===== src/rtl/ode_euler_ctrl.sv =====
// rtl/ode_euler_ctrl.sv - Euler integrator sequencer over a shared MAC datapath (ODE_SAT_EN selects saturating arithmetic)

module ode_euler_ctrl #(
    parameter int N = 4
) (
    input  logic              clk,
    input  logic              reset,
    input  logic              start,
    input  logic [15:0]       num_steps,
    input  logic [15:0]       h,
    input  logic [16*N*N-1:0] A,
    input  logic [16*N-1:0]   X0,
    output logic              busy,
    output logic              done,
    output logic [16*N-1:0]   X_out,
    output logic [15:0]       step_count,
    output logic              error
);

    localparam int IW = (N > 1) ? $clog2(N) : 1;
    localparam logic [IW-1:0] LAST = IW'(N - 1);

    typedef enum logic [2:0] {
        IDLE,
        MAC,
        UPD,
        COMMIT,
        DONE
    } state_t;

    state_t state;

    // Captured run parameters and integrator state
    logic signed [15:0] a_r  [N][N];
    logic signed [15:0] x_r  [N];
    logic signed [15:0] xn_r [N];
    logic signed [15:0] h_r;
    logic signed [15:0] acc;
    logic [15:0]        ns_r;
    logic [IW-1:0]      row;
    logic [IW-1:0]      col;

    // Shared multiply/add datapath signals
    logic signed [15:0] mul_a;
    logic signed [15:0] mul_b;
    logic signed [31:0] prod;
    logic signed [15:0] mul_res;
    logic               mul_ovf;
    logic signed [15:0] add_a;
    logic signed [15:0] sum;
    logic signed [15:0] add_res;
    logic               add_ovf;
    logic [15:0]        step_next;

    assign step_next = step_count + 16'd1;

    // One multiplier and one adder: MAC computes acc + A*X, UPD reuses them for X + h*acc
    always_comb begin
        mul_a = a_r[row][col];
        mul_b = x_r[col];
        add_a = acc;
        if (state == UPD) begin
            mul_a = h_r;
            mul_b = acc;
            add_a = x_r[row];
        end

        // Q8.8 x Q8.8 -> Q16.16; keep the middle 16 bits, overflow if the top 9 bits disagree
        prod    = mul_a * mul_b;
        mul_ovf = (prod > 32'sh007F_FFFF) || (prod < 32'shFF80_0000);
        mul_res = prod[23:8];
`ifdef ODE_SAT_EN
        if (mul_ovf) begin
            mul_res = prod[31] ? 16'sh8000 : 16'sh7FFF;
        end
`endif

        sum     = add_a + mul_res;
        add_ovf = (add_a[15] == mul_res[15]) && (sum[15] != add_a[15]);
        add_res = sum;
`ifdef ODE_SAT_EN
        if (add_ovf) begin
            add_res = add_a[15] ? 16'sh8000 : 16'sh7FFF;
        end
`endif
    end

    // Sequencer: row-by-row MAC, per-row update into Xn, then a Jacobi commit per step
    always_ff @(posedge clk) begin
        if (reset) begin
            state      <= IDLE;
            busy       <= 1'b0;
            done       <= 1'b0;
            error      <= 1'b0;
            step_count <= 16'd0;
            X_out      <= '0;
            h_r        <= '0;
            ns_r       <= '0;
            acc        <= '0;
            row        <= '0;
            col        <= '0;
            for (int i = 0; i < N; i++) begin
                x_r[i]  <= '0;
                xn_r[i] <= '0;
                for (int k = 0; k < N; k++) begin
                    a_r[i][k] <= '0;
                end
            end
        end else begin
            done <= 1'b0;
            case (state)
                IDLE: begin
                    if (start) begin
                        for (int i = 0; i < N; i++) begin
                            x_r[i] <= X0[16*i +: 16];
                            for (int k = 0; k < N; k++) begin
                                a_r[i][k] <= A[16*(i*N+k) +: 16];
                            end
                        end
                        h_r        <= h;
                        ns_r       <= num_steps;
                        error      <= 1'b0;
                        step_count <= 16'd0;
                        row        <= '0;
                        col        <= '0;
                        acc        <= '0;
                        busy       <= 1'b1;
                        if (num_steps == 16'd0) begin
                            // Nothing to integrate: report the initial state straight away
                            X_out <= X0;
                            done  <= 1'b1;
                            state <= DONE;
                        end else begin
                            state <= MAC;
                        end
                    end
                end

                MAC: begin
                    acc   <= add_res;
                    error <= error | mul_ovf | add_ovf;
                    if (col == LAST) begin
                        col   <= '0;
                        state <= UPD;
                    end else begin
                        col <= col + IW'(1);
                    end
                end

                UPD: begin
                    xn_r[row] <= add_res;
                    error     <= error | mul_ovf | add_ovf;
                    acc       <= '0;
                    col       <= '0;
                    if (row == LAST) begin
                        state <= COMMIT;
                    end else begin
                        row   <= row + IW'(1);
                        state <= MAC;
                    end
                end

                COMMIT: begin
                    // All rows were computed from the old X; only now does X advance
                    for (int k = 0; k < N; k++) begin
                        x_r[k] <= xn_r[k];
                    end
                    step_count <= step_next;
                    row        <= '0;
                    if (step_next == ns_r) begin
                        for (int k = 0; k < N; k++) begin
                            X_out[16*k +: 16] <= xn_r[k];
                        end
                        done  <= 1'b1;
                        state <= DONE;
                    end else begin
                        state <= MAC;
                    end
                end

                DONE: begin
                    busy  <= 1'b0;
                    state <= IDLE;
                end

                default: begin
                    busy  <= 1'b0;
                    state <= IDLE;
                end
            endcase
        end
    end

endmodule


===== config.mk =====
export PLATFORM = sky130hd
export DESIGN_NAME = ode_euler_ctrl
export DESIGN_NICKNAME = d
export VERILOG_FILES = /design/src/rtl/ode_euler_ctrl.sv
export SDC_FILE = /design/constraint.sdc
export NUM_CORES = 2
export LEC_CHECK = 0
export ABC_CLOCK_PERIOD_IN_PS = 29200
export CAP_MARGIN = 15
export CORE_UTILIZATION = 55
export DETAILED_ROUTE_END_ITERATION = 7
export GPL_TIMING_DRIVEN = 0
export PLACE_DENSITY_LB_ADDON = 0.08
export SYNTH_ARGS = -nofsm -noshare
export SYNTH_HDL_FRONTEND = slang
export SYNTH_SLANG_ARGS = --single-unit

===== constraint.sdc =====
create_clock -name clk -period 29.2 [get_ports clk]
set_input_delay 8.76 -clock clk [delete_from_list [all_inputs] [get_ports clk]]
set_output_delay 8.76 -clock clk [all_outputs]
set_load 0.02 [all_outputs]

==> results by group <==
Cells and area
  – Final instance area: 0.04160 mm^2
  – Post-layout util: 0.6841
  – Fillers: between 4000 and 5000
  – Final nets: approximately 4300
  – Layout cell share with drive strength beyond 1: 0.08945
  – Post-Layout Cell Count: about 4400
  – Area growth from synthesis to layout: 21.76%

Logic synthesis
  – Combinational family with the most area after synthesis: adder cells
  – Ys flop type: edfxtp_1
  – Synth Area in Compound Gates: 0.06907
  – Post-Synth Simple-Gate Area: 0.1453
  – Xor-xnor portion of the synthesized cell area: 0.01897
  – Ys Warns: 0
  – Syn Nets: roughly 3800
  – Async S/R FF share, synth: 0
  – Unique cell type count in the Yosys netlist: 65
  – Area leader, netlist: edfxtp_1
  – Mapped Area: about 0.034 mm^2
  – Mux share of post-synthesis cell area: 0.09683
  – EDFF count, synth: 384
  – Yosys top cell area share: 0.3375
  – Adder-cell share of the synthesized area: 0.1907
  – Post-synthesis cell count: between 3000 and 4000
  – Syn_area_per_cell: roughly 11 um^2
  – Register bit count reported by yosys: 526
  – Sequential area share after synthesis: 0.4207
  – Synth area leaders: edfxtp_1, fa_1, dfxtp_1

Worst setup path
  – Crit-path slowest cell: xnor2_1
  – Critical path fanouts, max: 10
  – Data arrival, critical path: roughly 13000 ps
  – Worst Setup End Kind: flip-flop
  – Crit path required time: 29630 ps
  – Setup CP Type: reg -> reg
  – Startpoint types: flip-flop
  – Slowest stage delay, CP: 740 ps
  – Critical path's most frequent cell: fa_1

Timing
  – Max Slew Vio Count: 0
  – Post-Route Setup TNS: 0 ps
  – Setup violators final: 0
  – Slew headroom: 0.1526
  – Final setup margin: roughly 17000 ps
  – Final worst path period share: 0.4174
  – Final Hold Vio Count: 0
  – Hold Slack: between 400 and 500 ps
  – Fmax achieved: between 80 and 90 MHz
  – RSZ-0062 raised after global routing: false
  – Slew @ Worst Pin: 1236 ps
  – Min Clock Period, post-route: around 12000 ps
  – Skew final: slightly below 80 ps

Clock network
  – CTS tree: built
  – PostCTS Resize Cnt: 0
  – Clk sinks: roughly 530
  – Hold Buf Count CTS: 0
  – Post-CTS setup buffers: 0
  – Longest Clk Path Bufs: 3
  – Worst-skew pair later-pin latency: between 600 and 700 ps
  – CTS buffer count: 56
  – Worst-path clk slew: 60 ps
  – CTS Root Cell: clkbuf_16
  – H-Tree Depth: 2

Placement
  – RD Place Congestion: a little under 1
  – Dpl cell area: 0.03959 mm^2
  – Post-DP HPWL: between 90000 and 100000 um
  – Pre-CTS setup slack: 16620 ps
  – Dpl cells: 4283
  – Port Buffers: between 400 and 500

Power and ir drop
  – Max VDD drop: around 0.21 mV
  – P_leak: approximately 17 nW
  – PD cells: 97.03 mW/mm^2
  – Total power: 4.036 mW

Die
  – Core ar.: a little over 0.06 mm^2
  – Chip width: 251.2 um
  – IO Pins: 438
  – Starting density of the core: 0.5618
  – FP Rows: 90
  – Die area: around 0.063 mm^2
  – Die Y: approximately 250 um

Global route
  – Largest net degree at the start of global routing: between 100 and 150
  – Total gr overflow: 0
  – GRT Total Usage: 0.3657
  – First-pass GRT wire length: approximately 170000 um
  – Initial antenna violation count: 12
  – Vias in the first global route: approximately 27000

Detailed routing
  – Post-DR vias/cell: slightly below 6
  – Drt initial violations: 3291
  – DR vias: between 20000 and 30000
  – DRT antenna net count: 0
  – Final WL: between 100000 and 150000 um
  – Drc violations: 0
  – WL/cell: roughly 26 um
  – Drt pass-1 iters: 6

Hold path
  – Worst Hold Launch: h_r[11]
  – HP Class: reg -> reg

Flow run
  – Max cap viols: 0

Outcome
  – Status: finished clean
==> registers in the layout, summed over array words and instances (netlist names), named ones only <==
name and count:
xn_r 64, row 2, error 1, h_r 16, busy 1, step_count 16
a_r 256, X_out 64, ns_r 16, state 3, x_r 64, col 2
acc 16, done 1
==> path summary, 6_finish.rpt <==
kind	slack (ps)	to	depth (start not counted)
min	460	h_r[11]	2
max reg2reg	17010	acc[15]	33
max	17010	acc[15]	33
min reg2reg	460	h_r[11]	2
==> per-layer routing <==
layer | up-vias | global-route usage | wire length [um]
met5 | - | 0 | 22
met4 | 4 | 0.1270 | 3946
met3 | 223 | 0.06130 | 11150
met2 | 1464 | 0.5986 | 55480
met1 | 13260 | 0.4961 | 44430
li1 | 11270 | - | -
==> synth_stat cells (26+ instances only) <==
cell type	count
edfxtp_1	384
and2_1	268
inv_1	336
a311oi_2	30
nand2_1	370
xnor2_1	53
dfxtp_1	142
nor2_1	344
o21ai_0	26
ha_1	100
a21oi_1	147
fa_1	263
mux2i_1	38
clkbuf_1	133
mux2_2	36
mux4_2	112
==> placed cells by master (no fill, tap or decap), types with 12 or more instances in the layout <==
master / n
clkdlybuf4s50_1: 437
a311oi_1: 19
a311oi_2: 30
edfxtp_1: 384
o21ai_0: 26
clkbuf_16: 57
fa_1: 263
clkinv_2: 14
mux2i_1: 38
buf_1: 18
a21o_1: 21
mux4_2: 112
mux2_2: 36
dfxtp_1: 142
nand3_1: 17
xor2_1: 21
nor2b_1: 12
nor3_1: 21
xnor2_1: 53
a21oi_1: 147
clkbuf_1: 145
inv_1: 335
a211oi_2: 15
ha_1: 100
and2_1: 268
nand2_1: 370
nor2_1: 344
==> final cells by class <==
type / count / area [um^2] / share of cell area
Inverter: 338 / 1276 / 0.03068
Antenna cell: 9 / 22.52 / 0.0005414
Buffer: 171 / 725.7 / 0.01745
Sequential cell: 526 / 14370 / 0.3455
Multi-Input combinational cell: 2025 / 17800 / 0.4278
Clock inverter: 37 / 475.5 / 0.01143
Timing Repair Buffer: 445 / 4478 / 0.1077
Tap cell: 782 / 978.4 / 0.02352
Clock buffer: 69 / 1471 / 0.03537
==> worst max-delay path, delay by kind of cell (launching register included) <==
family,cells,cell delay (ps)
xor+xnor,2,930
fa+ha+maj,8,3340
flops,1,310
mux,3,1430
buf+inv,6,2550
simple gates,2,210
compound gates,12,3150
==> where the power goes <==
part | internal (mW) | switching [mW] | total, mW
combinational | 0.820 | 1.58 | 2.40
sequential | 0.852 | 0.0225 | 0.875
clock | 0.449 | 0.310 | 0.759
==> cell families (layout without fill, tap and decap cells) <==
logic type,after synthesis,in the layout
AOI/OAI and AO/OA,321,321
muxes,186,186
xor gates and xnor gates,74,74
adders and majority gates,363,363
other,0,9
and+or+nand+nor,1081,1081
DFF,526,526
buffers and inverters,509,1060
Note: power is estimated with default switching activity, not from simulation.
